[src/rtl/pll_lock_sequencer_if.sv]
// rtl/pll_lock_sequencer_if.sv - control/status bundle between the PLL lock sequencer and its surroundings
interface pll_lock_sequencer_if;
  logic       enable;
  logic       pll_locked;
  logic       pll_rst;
  logic       clk_ready;
  logic       fault;
  logic       lost_lock;
  logic [3:0] retry_cnt;
  logic [2:0] state;

  modport master (
    input  enable, pll_locked,
    output pll_rst, clk_ready, fault, lost_lock, retry_cnt, state
  );

  modport slave (
    output enable, pll_locked,
    input  pll_rst, clk_ready, fault, lost_lock, retry_cnt, state
  );
endinterface

[src/rtl/pll_lock_sequencer.sv]
// rtl/pll_lock_sequencer.sv - PLL reset / lock-acquisition sequencer with timeout, retries and lock qualification
module pll_lock_sequencer #(
  parameter int RST_CYCLES   = 16,
  parameter int LOCK_TIMEOUT = 4096,
  parameter int LOCK_STABLE  = 64,
  parameter int MAX_RETRIES  = 3,
  parameter int CNT_W        = 16
) (
  input  logic                 clk,
  input  logic                 rst,
  pll_lock_sequencer_if.master bus
);

  typedef enum logic [2:0] {
    S_IDLE      = 3'd0,
    S_RESET     = 3'd1,
    S_WAIT_LOCK = 3'd2,
    S_STABILIZE = 3'd3,
    S_RUN       = 3'd4,
    S_FAULT     = 3'd5
  } state_t;

  localparam logic [CNT_W-1:0] RST_LAST     = CNT_W'(RST_CYCLES - 1);
  localparam logic [CNT_W-1:0] TIMEOUT_LAST = CNT_W'(LOCK_TIMEOUT - 1);
  localparam logic [CNT_W-1:0] STABLE_LAST  = CNT_W'(LOCK_STABLE - 1);
  localparam logic [CNT_W-1:0] CNT_MAX      = '1;
  localparam logic [3:0]       RETRY_MAX    = 4'(MAX_RETRIES);

  state_t           state_q, state_d;
  logic [CNT_W-1:0] cnt_q, cnt_d;
  logic [3:0]       retry_q, retry_d;
  logic             locked_meta, locked_sync;
  logic             attempt_fail;
  logic             pll_rst_q, pll_rst_d;
  logic             clk_ready_q, clk_ready_d;
  logic             fault_q, fault_d;
  logic             lost_lock_q, lost_lock_d;

  // pll_locked comes straight from the PLL and is asynchronous to clk
  always_ff @(posedge clk or posedge rst) begin
    if (rst) begin
      locked_meta <= 1'b0;
      locked_sync <= 1'b0;
    end else begin
      locked_meta <= bus.pll_locked;
      locked_sync <= locked_meta;
    end
  end

  always_ff @(posedge clk or posedge rst) begin
    if (rst) begin
      state_q     <= S_IDLE;
      cnt_q       <= '0;
      retry_q     <= 4'd0;
      pll_rst_q   <= 1'b1;
      clk_ready_q <= 1'b0;
      fault_q     <= 1'b0;
      lost_lock_q <= 1'b0;
    end else begin
      state_q     <= state_d;
      cnt_q       <= cnt_d;
      retry_q     <= retry_d;
      pll_rst_q   <= pll_rst_d;
      clk_ready_q <= clk_ready_d;
      fault_q     <= fault_d;
      lost_lock_q <= lost_lock_d;
    end
  end

  always_comb begin
    state_d      = state_q;
    retry_d      = retry_q;
    attempt_fail = 1'b0;
    if (!bus.enable) begin
      state_d = S_IDLE;
      retry_d = 4'd0;
    end else begin
      case (state_q)
        S_IDLE:      state_d = S_RESET;
        S_RESET:     if (cnt_q == RST_LAST) state_d = S_WAIT_LOCK;
        // a lock seen on the timeout cycle still counts as a lock
        S_WAIT_LOCK: begin
          if (locked_sync)                 state_d = S_STABILIZE;
          else if (cnt_q == TIMEOUT_LAST)  attempt_fail = 1'b1;
        end
        S_STABILIZE: begin
          if (!locked_sync)               attempt_fail = 1'b1;
          else if (cnt_q == STABLE_LAST)  state_d = S_RUN;
        end
        S_RUN:       if (!locked_sync) state_d = S_RESET;
        S_FAULT:     state_d = S_FAULT;
        default:     state_d = S_IDLE;
      endcase
      if (attempt_fail) begin
        if (retry_q == RETRY_MAX) begin
          state_d = S_FAULT;
        end else begin
          state_d = S_RESET;
          retry_d = retry_q + 4'd1;
        end
      end
      if (state_d == S_RUN && state_q != S_RUN) retry_d = 4'd0;
    end
    // counter restarts on every state entry and saturates otherwise
    if (state_d != state_q)    cnt_d = '0;
    else if (cnt_q == CNT_MAX) cnt_d = cnt_q;
    else                       cnt_d = cnt_q + 1'b1;
  end

  always_comb begin
    pll_rst_d   = !(state_d inside {S_WAIT_LOCK, S_STABILIZE, S_RUN});
    clk_ready_d = (state_d == S_RUN);
    fault_d     = (state_d == S_FAULT);
    lost_lock_d = bus.enable && (state_q == S_RUN) && !locked_sync;
  end

  assign bus.pll_rst   = pll_rst_q;
  assign bus.clk_ready = clk_ready_q;
  assign bus.fault     = fault_q;
  assign bus.lost_lock = lost_lock_q;
  assign bus.retry_cnt = retry_q;
  assign bus.state     = state_q;

endmodule
[src/flat_wrapper.sv]
// flat-port wrapper written by rule: the top's interface ports become plain ports
module pll_lock_sequencer_flat 
#(
  parameter int RST_CYCLES   = 16,
  parameter int LOCK_TIMEOUT = 4096,
  parameter int LOCK_STABLE  = 64,
  parameter int MAX_RETRIES  = 3,
  parameter int CNT_W        = 16
)
  (clk, rst, bus_enable, bus_pll_locked, bus_pll_rst, bus_clk_ready, bus_fault, bus_lost_lock, bus_retry_cnt, bus_state);
  pll_lock_sequencer_if bus_i ();
  input  logic clk;
  input  logic rst;
  input wire logic [$bits(bus_i.enable)-1:0] bus_enable;
  input wire logic [$bits(bus_i.pll_locked)-1:0] bus_pll_locked;
  output wire logic [$bits(bus_i.pll_rst)-1:0] bus_pll_rst;
  output wire logic [$bits(bus_i.clk_ready)-1:0] bus_clk_ready;
  output wire logic [$bits(bus_i.fault)-1:0] bus_fault;
  output wire logic [$bits(bus_i.lost_lock)-1:0] bus_lost_lock;
  output wire logic [$bits(bus_i.retry_cnt)-1:0] bus_retry_cnt;
  output wire logic [$bits(bus_i.state)-1:0] bus_state;
  assign bus_i.enable = bus_enable;
  assign bus_i.pll_locked = bus_pll_locked;
  assign bus_pll_rst = bus_i.pll_rst;
  assign bus_clk_ready = bus_i.clk_ready;
  assign bus_fault = bus_i.fault;
  assign bus_lost_lock = bus_i.lost_lock;
  assign bus_retry_cnt = bus_i.retry_cnt;
  assign bus_state = bus_i.state;
  pll_lock_sequencer #(.RST_CYCLES(RST_CYCLES), .LOCK_TIMEOUT(LOCK_TIMEOUT), .LOCK_STABLE(LOCK_STABLE), .MAX_RETRIES(MAX_RETRIES), .CNT_W(CNT_W)) u_core (.clk(clk), .rst(rst), .bus(bus_i));
endmodule
[config.mk]
export PLATFORM = sky130hd
export DESIGN_NAME = pll_lock_sequencer_flat
export DESIGN_NICKNAME = d
export VERILOG_FILES = /design/src/rtl/pll_lock_sequencer_if.sv /design/src/rtl/pll_lock_sequencer.sv /design/src/flat_wrapper.sv
export SDC_FILE = /design/constraint.sdc
export NUM_CORES = 1
export LEC_CHECK = 0
export CORE_ASPECT_RATIO = 0.9
export CORE_MARGIN = 5
export CORE_UTILIZATION = 59
export CTS_BUF_LIST = sky130_fd_sc_hd__clkbuf_2
export DETAILED_ROUTE_END_ITERATION = 10
export GPL_TIMING_DRIVEN = 0
export PLACE_DENSITY = 0.87
export SLEW_MARGIN = 0
export SYNTH_ARGS = -nofsm -noshare
export SYNTH_HDL_FRONTEND = slang
export SYNTH_SLANG_ARGS = --single-unit
[constraint.sdc]
create_clock -name clk -period 2.5 [get_ports clk]
set_clock_uncertainty 0.15 [all_clocks]
set_input_delay 0.25 -clock clk [delete_from_list [all_inputs] [get_ports clk]]
set_output_delay 0.25 -clock clk [all_outputs]
set_load 0.02 [all_outputs]
==> results of run 1 <==
-- logic make-up after synthesis --
kind of cell | share of synthesized area [%]
XOR/XNOR | 7.066
multiplexers | 2.307
AO/OA/AOI/OAI | 14.20
buffers and inverters | 3.821
adder cells (fa/ha/maj) | 1.442
AND/OR/NAND/NOR | 29.27
flip-flops | 41.89
-- worst max path at each step --
| stage | startpoint | slack (ns) | to |
|---|---|---|---|
| global route | u_core.cnt_q[0] | 0.04 | u_core.cnt_q[15] |
| floorplan | u_core.cnt_q[0] | 0.40 | u_core.cnt_q[0] |
| global placement | u_core.cnt_q[0] | 0.26 | u_core.cnt_q[15] |
| finish | u_core.cnt_q[0] | 0.15 | u_core.cnt_q[3] |
| detailed placement | u_core.cnt_q[0] | 0.19 | u_core.cnt_q[3] |
| CTS | u_core.cnt_q[0] | 0.17 | u_core.cnt_q[0] |
-- synthesized netlist by cell type, drive strengths merged, types with 3 or more instances --
cell type | count | share of area [%]
nand2 | 5 | 1.1
xnor2 | 5 | 2.5
buf | 5 | 2.5
nand2b | 5 | 1.8
nand3 | 6 | 2.0
o21ai | 5 | 1.4
nor4 | 4 | 3.0
inv | 6 | 1.3
nand4 | 6 | 2.5
nor2 | 16 | 3.6
and3 | 6 | 2.2
mux2i | 4 | 2.3
nor3 | 18 | 8.4
nor3b | 3 | 1.3
a211oi | 4 | 1.7
o2111ai | 4 | 2.0
o211ai | 3 | 1.3
xor2 | 9 | 4.5
dfrtp | 28 | 40
-- through the flow --
step	hold WS [ns]	std cells	cell area, um^2	total power, mW	util (%)
finish	0.1596	228	1963	0.8158	70.30
global route	0.1215	228	1963	0.8602	70.30
detailed placement	0.1920	220	1926	0.5955	68.95
global placement	0.1888	220	1926	0.5901	68.95
CTS	0.1426	228	1963	0.8234	70.30
floorplan	0.1314	166	1735	0.5705	-
-- worst register-to-register path, stage by stage (launching register included) --
cell and delay (ns):
dfrtp_1 0.45, ha_1 0.25, and3_1 0.18, buf_2 0.16, nand4_2 0.17, a32oi_1 0.15
a211o_4 0.42, buf_6 0.17, nor3_2 0.18
-- cell type report --
class                   instances  share of cell area (%)
well taps                      40                   2.549
clock inverters                 3                  0.6373
plain buffers                   5                   2.231
repair buffers                 14                   7.138
clock buffers                   5                   1.275
flip-flops and latches         29                   37.03
inverters                       6                   1.147
multi-input cells             126                   47.99
-- metal layers --
layer  share of wire [%]  vias up
li1                    -      660
met1                  44      664
met2                  49       39
met3                 5.7        7
met4                 1.4        0
met5                   0        -
-- power by group through the flow --
stage	clock network (mW)	logic, mW	registers, mW
after floorplan	0	0.0637	0.507
after global placement	0	0.0822	0.508
after detailed placement	0	0.0865	0.509
after CTS	0.237	0.0868	0.500
after global routing	0.258	0.0979	0.504
final	0.229	0.0862	0.500
-- sequential cells by signal, indices dropped and copies added, names as in the netlist --
signal                flops
u_core.bus.retry_cnt      4
u_core.cnt_q             16
u_core.bus.state          3
u_core.bus.lost_lock      1
u_core.bus.fault          1
u_core.bus.pll_rst        1
u_core.locked_meta        1
u_core.bus.clk_ready      1
u_core.locked_sync        1
==> run metrics, run 1 <==
status finished clean; gr ovfl total 0; CTS tree done; unrepaired setup endpoints after global routing false; combinational share of power 10.6%; Vias ~1400; Routed WL per cell 16.60 um; vias in the first global route between 1000 and 1500; die area a little over 4000 um^2; Leak 0.8391 nW; class of the worst hold path input pin to flip-flop; WL final approximately 3800 um; crit path time final about 2.3 ns; Area Growth Syn to Fin 13.12%; syn_area_per_cell around 10 um^2; max-cap check violation count 0; final hold vios 0; hold endpoint u_core.locked_meta; register area around 730 um^2; FMAX approximately 0.43 GHz; Critical-path top delay cell dfrtp_1; DRT iter0 DRCs 58; Initial Utilization between 60% and 70%; internal power 0.5778 mW; post-CTS sizing 0; crit-path max FO 10; Syn Inst Count roughly 170; pin count of the biggest net entering global routing 30; # diodes 0; worst path arrival time about 2.5 ns; Seq pwr share between 60% and 70%; met1 Track Usage GR between 20 and 30%; HP Start bus_pll_locked; FP Rows 18; CTS root buf clkbuf_2; pre-CTS setup slack roughly 0.19 ns; Post CTS Setup Buffer Count 0; Sink Count 29; clock-pin slew on the worst setup and hold paths between 0.1 and 0.15 ns; port bufs 14; Setup crit end kind flip-flop; critical path type flip-flop to flip-flop; worst setup margin 0.1505 ns; Seq/Total Area, Yosys roughly two fifths; multi-input logic area ~940 um^2; sw frac between 20% and 30%; TritonCTS buffer count 5; most frequent cells in the layout 28 x dfrtp_1, 15 x nor2_1, 14 x clkdlybuf4s50_1; Yosys cell types 46; r2r startpoint u_core.cnt_q[0]; Rel. slew slack roughly 27%; first-pass GRT wire length around 6600 um; core area 2793 um^2; Clock Latency Late Sink approximately 0.39 ns; commonest non-fill, non-tap cell in the layout dfrtp_1; Worst Path Required approximately 2.7 ns; syn_nets 172; Nets ~190; ys flop type dfrtp_1; hpwl dp between 2000 and 3000 um; Worst VDD drop 0.0003750 V; Psw 0.2380 mW; Synth warnings 0; met3 usage 5.474%; GP Congestion between 0.8 and 0.9; overall routing resource usage between 20% and 30%; filler cell count roughly 230; met2 Resource Use GR between 30% and 40%; DRC 0; Slew Limit Fails 0; worst reg2reg setup slack around 0.15 ns; reg-to-reg endpoint u_core.cnt_q[3]; CTS H-Tree Depth 2; Die X 67.17 um; Final Setup Violations 0; Post-synth EDFFs 0; GRT Max-Usage Layer met2; crit path buf inv count 2; die span in y 61.45 um; IO Count 15; via/cell ratio 6.009; worst-path cell chain ha_1 > and3_1 > buf_2 > nand4_2 > a32oi_1 > a211o_4 > buf_6 > nor3_2; worst r2r path cells 8; ys async rst share 100.0%; Critical Path Max Stage Delay around 0.45 ns; Mapped Area approximately 1700 um^2; clock power share approximately 28%; Crit path depth 8; final worst-path cycle share 93.98%; Fin Setup TNS 0 ns; initial antenna violation count 0; worst slew pin tran 1.093 ns; Hold Path Cell Cnt 1; DRT antenna net count 0; fraction of layout cells with a size suffix above 1 a little under a fifth; Post-CTS Hold Fix Bufs 0; Max Buffers Root-to-Sink 2; CP delay by family, top compound AO/OA/AOI/OAI gates; pwr/cell area ~420 nW/um^2; critical path startpoint category flip-flop; DR pass1 iterations 5; #FFs+latches synth 29
No activity file was read; power rests on OpenSTA's default activity.
==> run 2: changes to the inputs <==
CORE_UTILIZATION = 30   (was 59)
PLACE_DENSITY = 0.53   (was 0.87)
==> run 2 against run 1 <==
Global-route usage shrank 11 points. Combinational power shrank 1%. Worst hold slack gained 0.028 ns. Total power grew 1.1%. Highest routed layer unchanged. Die area grew 79%. Design area grew 2.0%. Critical path depth is the same. Sequential cell count is the same. First-iteration DRC count grew 110%. Non-clock buffer count is the same. Via count shrank 4.3%. Fmax is essentially flat.
==> run metrics, run 2 (synthesis gave the netlist of run 1 again) <==
status finished clean (unchanged); post-CTS sizing 0 (unchanged); worst slew pin tran 1.132 ns (was 1.093 ns); Post CTS Setup Buffer Count 0 (unchanged); worst path arrival time 2.49 ns (was 2.50 ns); TritonCTS buffer count 5 (unchanged); pwr/cell area 412.0 nW/um^2 (was 415.5 nW/um^2); overall routing resource usage 10.56% (was 21.91%); gr ovfl total 0 (unchanged); critical path type flip-flop to flip-flop (unchanged); filler cell count 592 (was 226); Nets 193 (unchanged); critical path startpoint category flip-flop (unchanged); fin cells 258 (was 228); Setup crit end kind flip-flop (unchanged); Sink Count 29 (unchanged); CTS root buf clkbuf_2 (unchanged); Clock Latency Late Sink 0.37 ns (was 0.39 ns); Post-CTS Hold Fix Bufs 0 (unchanged); hpwl dp 2581 um (was 2774 um); final hold vios 0 (unchanged); core area 5660 um^2 (was 2793 um^2); DRT antenna net count 0 (unchanged); pin count of the biggest net entering global routing 30 (unchanged); worst r2r path cells 8 (unchanged); placed cell count 250 (was 220); first-pass GRT wire length 6292 um (was 6568 um); r2r startpoint u_core.cnt_q[0] (unchanged); DR pass1 iterations 4 (was 5); fraction of layout cells with a size suffix above 1 19.15% (was 18.62%); Slew Limit Fails 0 (unchanged); IO Count 15 (unchanged); Initial Utilization 30.66% (was 62.14%); final worst-path cycle share 93.97% (was 93.98%); crit-path max FO 10 (unchanged); reg-to-reg endpoint u_core.cnt_q[7] (was u_core.cnt_q[3]); WL final 3563 um (was 3785 um); Rel. slew slack 24.48% (was 27.04%); die area 7408 um^2 (was 4128 um^2); DRC 0 (unchanged); FP Rows 26 (was 18); initial antenna violation count 0 (unchanged); Final Setup Violations 0 (unchanged); hold endpoint u_core.locked_meta (unchanged); max-cap check violation count 0 (unchanged); clock-pin slew on the worst setup and hold paths 0.17 ns (was 0.14 ns); Area Growth Syn to Fin 15.36% (was 13.12%); most flop-heavy register u_core.cnt_q (unchanged); # diodes 0 (unchanged); crit path time final 2.349 ns (was 2.350 ns); Worst VDD drop 0.0001860 V (was 0.0003750 V); class of the worst hold path input pin to flip-flop (unchanged); die span in y 82.16 um (was 61.45 um); Hold Path Cell Cnt 1 (unchanged); DRT iter0 DRCs 120 (was 58); FMAX 0.4257 GHz (was 0.4256 GHz); Fin Setup TNS 0 ns (unchanged); via/cell ratio 5.081 (was 6.009); CTS H-Tree Depth 2 (unchanged); Leak 0.8419 nW (was 0.8391 nW); pre-CTS setup slack 0.2187 ns (was 0.1919 ns); most frequent cells in the layout 28 x dfrtp_1, 15 x nor2_1, 14 x clkdlybuf4s50_1 (unchanged); port bufs 14 (unchanged); Vias 1311 (was 1370); commonest non-fill, non-tap cell in the layout dfrtp_1 (unchanged); vias in the first global route 1275 (was 1374); worst reg2reg setup slack 0.15 ns (about the same); CTS tree done (unchanged); GP Congestion 0.8628 (was 0.8891); unrepaired setup endpoints after global routing false (unchanged); HP Start bus_pll_locked (unchanged); Routed WL per cell 13.81 um (was 16.60 um); max reg flops 16 (unchanged); Max Buffers Root-to-Sink 2 (unchanged); worst setup margin 0.1507 ns (was 0.1505 ns); Worst Path Required 2.64 ns (was 2.65 ns); Die X 90.17 um (was 67.17 um)
-- run 2: cell types whose count changed in the layout (fill, tap and decap cells not counted), sizes merged --
cell,previous run,this run
clkinv,3,1
clkbuf,5,7
-- run 2: layout make-up --
type	count	area [um^2]	share of cell area (%)
Timing Repair Buffer	14	140.1	7.000
Sequential cell	29	726.9	36.31
Tap cell	70	87.58	4.375
Clock inverter	1	3.754	0.1875
Inverter	6	22.52	1.125
Buffer	5	43.79	2.188
Clock buffer	7	35.03	1.750
Multi-Input combinational cell	126	942.2	47.06
-- run 2: critical path, stage by stage, from the launching register on --
cell     delay [ns]
dfrtp_1        0.45
ha_1           0.25
and3_1         0.18
buf_2          0.16
nand4_2        0.18
a32oi_1        0.15
a211o_4        0.42
buf_6          0.17
nor3_2         0.15
-- run 2: through the flow --
| stage | util, % | area, um^2 | power, mW | hold WS (ns) |
|---|---|---|---|---|
| 2_1_floorplan | - | 1735 | 0.5705 | 0.1314 |
| 3_3_place_gp | 34.68 | 1963 | 0.5955 | 0.1837 |
| 3_5_place_dp | 34.68 | 1963 | 0.5967 | 0.1977 |
| 4_1_cts | 35.37 | 2002 | 0.8324 | 0.1681 |
| 5_1_grt | 35.37 | 2002 | 0.8713 | 0.1399 |
| 6_report | 35.37 | 2002 | 0.8247 | 0.1872 |
-- run 2: routing by layer --
layer / part of all wire [%] / vias to the layer above / GRT usage (%)
met3: 4.2 / 5 / 2.536
li1: - / 661 / -
met5: 0 / - / 0
met1: 52 / 619 / 14.71
met2: 42 / 26 / 15.72
met4: 1.9 / 0 / 4.464
-- run 2: where the power goes --
group / switching (mW) / total, mW / internal (mW) / leakage [nW]
logic: 0.0526 / 0.0853 / 0.0328 / 0.420
registers: 0.0165 / 0.500 / 0.484 / 0.391
clock network: 0.164 / 0.239 / 0.0749 / 0.0306
total: 0.233 / 0.825 / 0.592 / 0.842
-- run 2: worst max path at each step --
stage                          startpoint         endpoint  slack, ns  cells past startpoint
after global routing      u_core.cnt_q[0]  u_core.cnt_q[7]       0.05                      8
after global placement    u_core.cnt_q[0]  u_core.cnt_q[3]       0.20                      8
after CTS                 u_core.cnt_q[0]  u_core.cnt_q[7]       0.13                      8
after floorplan           u_core.cnt_q[0]  u_core.cnt_q[0]       0.40                      8
final                     u_core.cnt_q[0]  u_core.cnt_q[7]       0.15                      8
after detailed placement  u_core.cnt_q[0]  u_core.cnt_q[3]       0.22                      8
